===== src/rtl/dsp_pkg.sv =====
// Shared constants for the dsp multiply-accumulate slice.
package dsp_pkg;

    // Default operand and accumulator widths (DSP48-style slice).
    localparam int DEF_WIDTH_OP1  = 18;
    localparam int DEF_WIDTH_OP2  = 25;
    localparam int DEF_WIDTH_OUT  = 48;

    // Full-width signed product of the two default operands.
    localparam int DEF_WIDTH_PROD = DEF_WIDTH_OP1 + DEF_WIDTH_OP2;

endpackage


===== src/rtl/dsp_mult_pipe.sv =====
// Stages 1-2 of the MAC slice: operand registers, then a registered full-width
// signed product. ACC_EN rides alongside so it stays paired with its operands.
//
// EN is a global stall: when low every register holds its contents, and when
// it returns high the pipeline resumes exactly where it stopped. There is no
// valid/ready handshake; each enabled edge accepts one operand pair.
module dsp_mult_pipe
    import dsp_pkg::*;
#(
    parameter  int WIDTH_OP1  = DEF_WIDTH_OP1,
    parameter  int WIDTH_OP2  = DEF_WIDTH_OP2,
    localparam int WIDTH_PROD = WIDTH_OP1 + WIDTH_OP2
) (
    input  logic                         CLK,
    input  logic                         RSTN,
    input  logic                         EN,
    input  logic                         ACC_EN,
    input  logic signed [WIDTH_OP1-1:0]  OP1,
    input  logic signed [WIDTH_OP2-1:0]  OP2,
    output logic signed [WIDTH_PROD-1:0] prod,
    output logic                         acc
);

    logic signed [WIDTH_OP1-1:0]  a;
    logic signed [WIDTH_OP2-1:0]  b;
    logic                         acc1;
    logic signed [WIDTH_PROD-1:0] m;
    logic                         acc2;

    // Stage 1: capture the operand pair and its accumulate flag.
    always_ff @(posedge CLK or posedge RSTN) begin
        if (RSTN) begin
            a    <= '0;
            b    <= '0;
            acc1 <= 1'b0;
        end else if (EN) begin
            a    <= OP1;
            b    <= OP2;
            acc1 <= ACC_EN;
        end
    end

    // Stage 2: full-width signed product; both operands are sign-extended
    // before the multiply so the extreme case (-2^17)*(-2^24) stays positive.
    always_ff @(posedge CLK or posedge RSTN) begin
        if (RSTN) begin
            m    <= '0;
            acc2 <= 1'b0;
        end else if (EN) begin
            m    <= WIDTH_PROD'(a) * WIDTH_PROD'(b);
            acc2 <= acc1;
        end
    end

    assign prod = m;
    assign acc  = acc2;

endmodule


===== src/rtl/dsp.sv =====
// Pipelined signed multiply-accumulate slice. Three enabled stages:
// operands -> product -> accumulator P. OUT comes straight from P.
// WIDTH_OUT must be at least WIDTH_OP1 + WIDTH_OP2.
module dsp
    import dsp_pkg::*;
#(
    parameter int WIDTH_OP1 = DEF_WIDTH_OP1,
    parameter int WIDTH_OP2 = DEF_WIDTH_OP2,
    parameter int WIDTH_OUT = DEF_WIDTH_OUT
) (
    input  logic                        CLK,
    input  logic                        RSTN,
    input  logic                        EN,
    input  logic                        ACC_EN,
    input  logic signed [WIDTH_OP1-1:0] OP1,
    input  logic signed [WIDTH_OP2-1:0] OP2,
    output logic signed [WIDTH_OUT-1:0] OUT
);

    localparam int WIDTH_PROD = WIDTH_OP1 + WIDTH_OP2;

    logic signed [WIDTH_PROD-1:0] prod;
    logic                         acc;
    logic signed [WIDTH_OUT-1:0]  prod_ext;
    logic signed [WIDTH_OUT-1:0]  p;

    dsp_mult_pipe #(
        .WIDTH_OP1 (WIDTH_OP1),
        .WIDTH_OP2 (WIDTH_OP2)
    ) u_mult_pipe (
        .CLK    (CLK),
        .RSTN   (RSTN),
        .EN     (EN),
        .ACC_EN (ACC_EN),
        .OP1    (OP1),
        .OP2    (OP2),
        .prod   (prod),
        .acc    (acc)
    );

    // Signed size cast sign-extends the product to the accumulator width.
    assign prod_ext = WIDTH_OUT'(prod);

    // Stage 3: load or accumulate; the sum wraps modulo 2^WIDTH_OUT.
    always_ff @(posedge CLK or posedge RSTN) begin
        if (RSTN) begin
            p <= '0;
        end else if (EN) begin
            p <= acc ? (p + prod_ext) : prod_ext;
        end
    end

    assign OUT = p;

endmodule


===== config.mk =====
export PLATFORM = sky130hd
export DESIGN_NAME = dsp
export DESIGN_NICKNAME = d
export VERILOG_FILES = /design/src/rtl/dsp_pkg.sv /design/src/rtl/dsp_mult_pipe.sv /design/src/rtl/dsp.sv
export SDC_FILE = /design/constraint.sdc
export NUM_CORES = 2
export LEC_CHECK = 0
export BUFFER_PORTS_ARGS = -buffer_cell sky130_fd_sc_hd__clkbuf_2
export CORE_AREA = 2 2 264 266
export CTS_BUF_LIST = sky130_fd_sc_hd__clkbuf_4 sky130_fd_sc_hd__clkbuf_8
export CTS_CLUSTER_SIZE = 14
export DETAILED_ROUTE_END_ITERATION = 6
export DIE_AREA = 0 0 266 268
export PLACE_DENSITY = 0.59
export SLEW_MARGIN = 30
export SYNTH_ARGS = -nofsm -noshare
export SYNTH_HDL_FRONTEND = slang
export SYNTH_SLANG_ARGS = --single-unit

===== constraint.sdc =====
create_clock -name CLK -period 8.7 [get_ports CLK]
set_input_delay 0.435 -clock CLK [delete_from_list [all_inputs] [get_ports CLK]]
set_output_delay 0.435 -clock CLK [all_outputs]
set_load 0.005 [all_outputs]

==> impl_metrics.ini <==
[outcome]
status = finished, final reports clean

[worst_setup_path]
crit_type = register to register
crit_path_start_kind = register
cp.required_ns = 9.09
worst_path_maximum_fanout = 26
worst_setup_path_end_kind = register
critPathArrivalTime_ns = 7.85

[timing]
max_clock_freq_mhz = 134
final-max-slew-violation-count = 0
worst_pin_slew_ns = 0.984
tns_ns = 0
setup_repair_after_global_routing_missed_its_margin = no
timing.max_slew.rel_slack_pct = 34.4
clock_skew_ns = 0.0151
finalCritPeriodShare_pct = 85.7
timing_hold_violations_final = 0
fin_crit_ns = 7.45
final_setup_violation_count = 0

[final_layout]
total_nets_final = 3189
areaGrowthSynthToFinish_pct = 6.90
num_antenna_cells = 0
total_area_of_multi_input_combinational_cells_um2 = 17900
area.sequential_um2 = 3410
final_common_cell = sky130_fd_sc_hd__inv_1
fillers = 6983
top_library_cells_by_usage_in_the_layout_fill_and_taps_aside = 505 x sky130_fd_sc_hd__inv_1, 442 x sky130_fd_sc_hd__fa_1, 315 x sky130_fd_sc_hd__nand2_1
share_of_post_route_cells_with_drive_strength_above_1_pct = 9.42

[floorplanning]
floorplan.rows = 96
die_width_um = 266
core_area_um2 = 68200
die_height_um = 268
die_outline_area_um2 = 71300
floorplan.io_pins = 95
initial_core_utilization_pct = 34.7

[logic_synthesis]
yosysUniqueCellTypes = 71
synthesis.yosys.warnings = 0
post_synth.cell_area_avg_um2 = 9.30
postSynth.topFlopCell = sky130_fd_sc_hd__dfrtp_1
number_of_nets_in_the_synthesized_netlist = 3192
ys_async_sr_fraction_pct = 100
synth.ff_latch_count = 136
syn-instance-count = 2549
synth_enable_flop_cells = 0
ys_seq_area_share_pct = 14.4
synth.cell_area_um2 = 23700

[detailed_routing]
drt_first_iter_violations = 945
detail_route.vias_per_cell = 4.90
postRouteWirelength_mm = 56.0
dr_total_vias = 16857
antenna_violating_nets_post_route = 0
routed_wire_length_per_instance_um = 16.3
drt_pre_antenna_iters = 5
detail_route.drc_violations = 0

[clock_tree]
clock_sinks = 136
cts.repair_timing.setup_buffer_count = 0
ctsHtreeMaxLevel = 4
cts_root_buf = sky130_fd_sc_hd__clkbuf_8
clock_tree_from_tritoncts = yes
post_cts_resize_count = 0
cts_max_path_buffers = 2
cts_inserted_buffers = 17
worst_skew_pair.late_latency_ns = 0.51
cts-hold-fix-buffers = 0
clkTransAtPathRegs_ns = 0.08

[job]
drv_cap = 0

[global_routing]
first_global_vias = 18507
wire_length_of_the_first_global_routing_pass_mm = 96.2
grt.overflow.total = 0
largest_net_degree_at_the_start_of_global_routing = 78
antenna_violations_before_repair = 0
grtUsageTotal_pct = 17.0

[place]
dp_hpwl_mm = 45.6
port_buffers = 94
gp_congestion = 0.841

[min_path]
hold_path.class = input pin to asynchronous set/reset pin
-- synth_stat cells, drive strengths merged (4+ instances only) --
master / n / share of area, %
nor2: 104 / 1.6
nand2b: 16 / 0.42
fa: 442 / 37
ha: 154 / 8.1
o211ai: 9 / 0.29
o21ai: 61 / 1.3
a211oi: 13 / 0.43
inv: 506 / 8.0
a221oi: 6 / 0.22
a31o: 5 / 0.18
o21bai: 8 / 0.25
a31oi: 9 / 0.24
clkbuf: 121 / 1.9
buf: 8 / 0.17
nand2: 315 / 5.0
nor2b: 12 / 0.32
and4: 5 / 0.18
xnor2: 62 / 2.3
xor2: 20 / 0.74
and3: 5 / 0.13
nand3: 9 / 0.19
mux2: 80 / 3.8
o21a: 11 / 0.35
and2: 169 / 4.5
nand4: 13 / 0.34
dfrtp: 136 / 14
a21o: 42 / 1.3
nor3: 12 / 0.25
a21oi: 118 / 2.5
o31ai: 4 / 0.13
mux2i: 32 / 1.4
-- through the flow --
stage	utilization, %	hold slack (ns)	worst slack, ns	instance area, µm²	cells
3_5_place_dp	36.5	0.511	1.33	24900	3409
3_3_place_gp	36.5	0.491	1.38	24900	3409
6_report	37.1	0.00685	1.25	25300	3440
2_1_floorplan	-	0.471	2.25	23700	2549
5_1_grt	37.1	0.0545	0.910	25300	3440
4_1_cts	37.1	0.0200	1.29	25300	3440
-- path summary, 6_finish.rpt --
path	startpoint	end	slack (ns)	depth (start not counted)
setup / recovery	u_mult_pipe.a[3]$_DFFE_PP0P_	u_mult_pipe.prod[40]$_DFFE_PP0P_	1.25	22
hold / removal	RSTN	u_mult_pipe.acc1$_DFFE_PP0P_	0.007	2
setup reg to reg	u_mult_pipe.a[3]$_DFFE_PP0P_	u_mult_pipe.prod[40]$_DFFE_PP0P_	1.25	22
hold reg to reg	u_mult_pipe.prod[33]$_DFFE_PP0P_	u_mult_pipe.prod[33]$_DFFE_PP0P_	0.52	1
max in group asynchronous	RSTN	u_mult_pipe.prod[40]$_DFFE_PP0P_	7.39	3
min in group CLK	OP1[16]	u_mult_pipe.a[16]$_DFFE_PP0P_	0.15	2
-- sequential cells by signal, summed over array words and instances, names as in the netlist --
register          flops
u_mult_pipe.a        18
u_mult_pipe.b        25
u_mult_pipe.prod     43
u_mult_pipe.acc1      1
u_mult_pipe.acc       1
OUT                  48
-- worst max-delay path: stages, from the launching register on --
cell                      delay [ns]
sky130_fd_sc_hd__dfrtp_1        0.98
sky130_fd_sc_hd__nand2_1        0.22
sky130_fd_sc_hd__inv_1          0.17
sky130_fd_sc_hd__fa_1           0.50
sky130_fd_sc_hd__inv_1          0.18
sky130_fd_sc_hd__fa_1           0.47
sky130_fd_sc_hd__fa_1           0.52
sky130_fd_sc_hd__inv_1          0.05
sky130_fd_sc_hd__fa_1           0.50
sky130_fd_sc_hd__fa_1           0.49
sky130_fd_sc_hd__inv_1          0.05
sky130_fd_sc_hd__fa_1           0.47
sky130_fd_sc_hd__inv_1          0.04
sky130_fd_sc_hd__ha_1           0.35
sky130_fd_sc_hd__and4_1         0.22
sky130_fd_sc_hd__and2_1         0.20
sky130_fd_sc_hd__nand4_1        0.23
sky130_fd_sc_hd__or4_1          0.45
sky130_fd_sc_hd__a21oi_1        0.38
sky130_fd_sc_hd__o41a_1         0.31
sky130_fd_sc_hd__a31oi_1        0.13
sky130_fd_sc_hd__xnor2_1        0.15
sky130_fd_sc_hd__mux2_2         0.26
-- layer usage --
layer | share of wire [%] | track usage (%) | vias to the layer above
li1 | - | - | 7838
met1 | 44 | 22.2 | 8632
met2 | 50 | 30.0 | 314
met3 | 3.1 | 1.80 | 73
met4 | 2.5 | 4.92 | 0
met5 | 0 | 0 | -
-- final cells by class --
type                    instances  share of cell area [%]
clock buffers                  18                   0.978
well taps                     882                    4.36
inverters                     506                    7.52
multi-input cells            1778                    70.7
clock inverters                13                   0.771
repair buffers                107                    2.27
flip-flops and latches        136                    13.5
-- cells by family (layout without fill, tap and decap cells) --
| group | after synthesis | in the layout | synth area share, % |
|---|---|---|---|
| buf+inv | 635 | 644 | 10.1 |
| simple gates | 672 | 672 | 13.3 |
| compound gates | 316 | 316 | 8.55 |
| mux | 112 | 112 | 5.15 |
| flops | 136 | 136 | 14.4 |
| fa+ha+maj | 596 | 596 | 45.5 |
| xor+xnor | 82 | 82 | 3.03 |
Power is not shown: default switching activity piles up to over one toggle a cycle in this logic, so the estimate is an artifact.
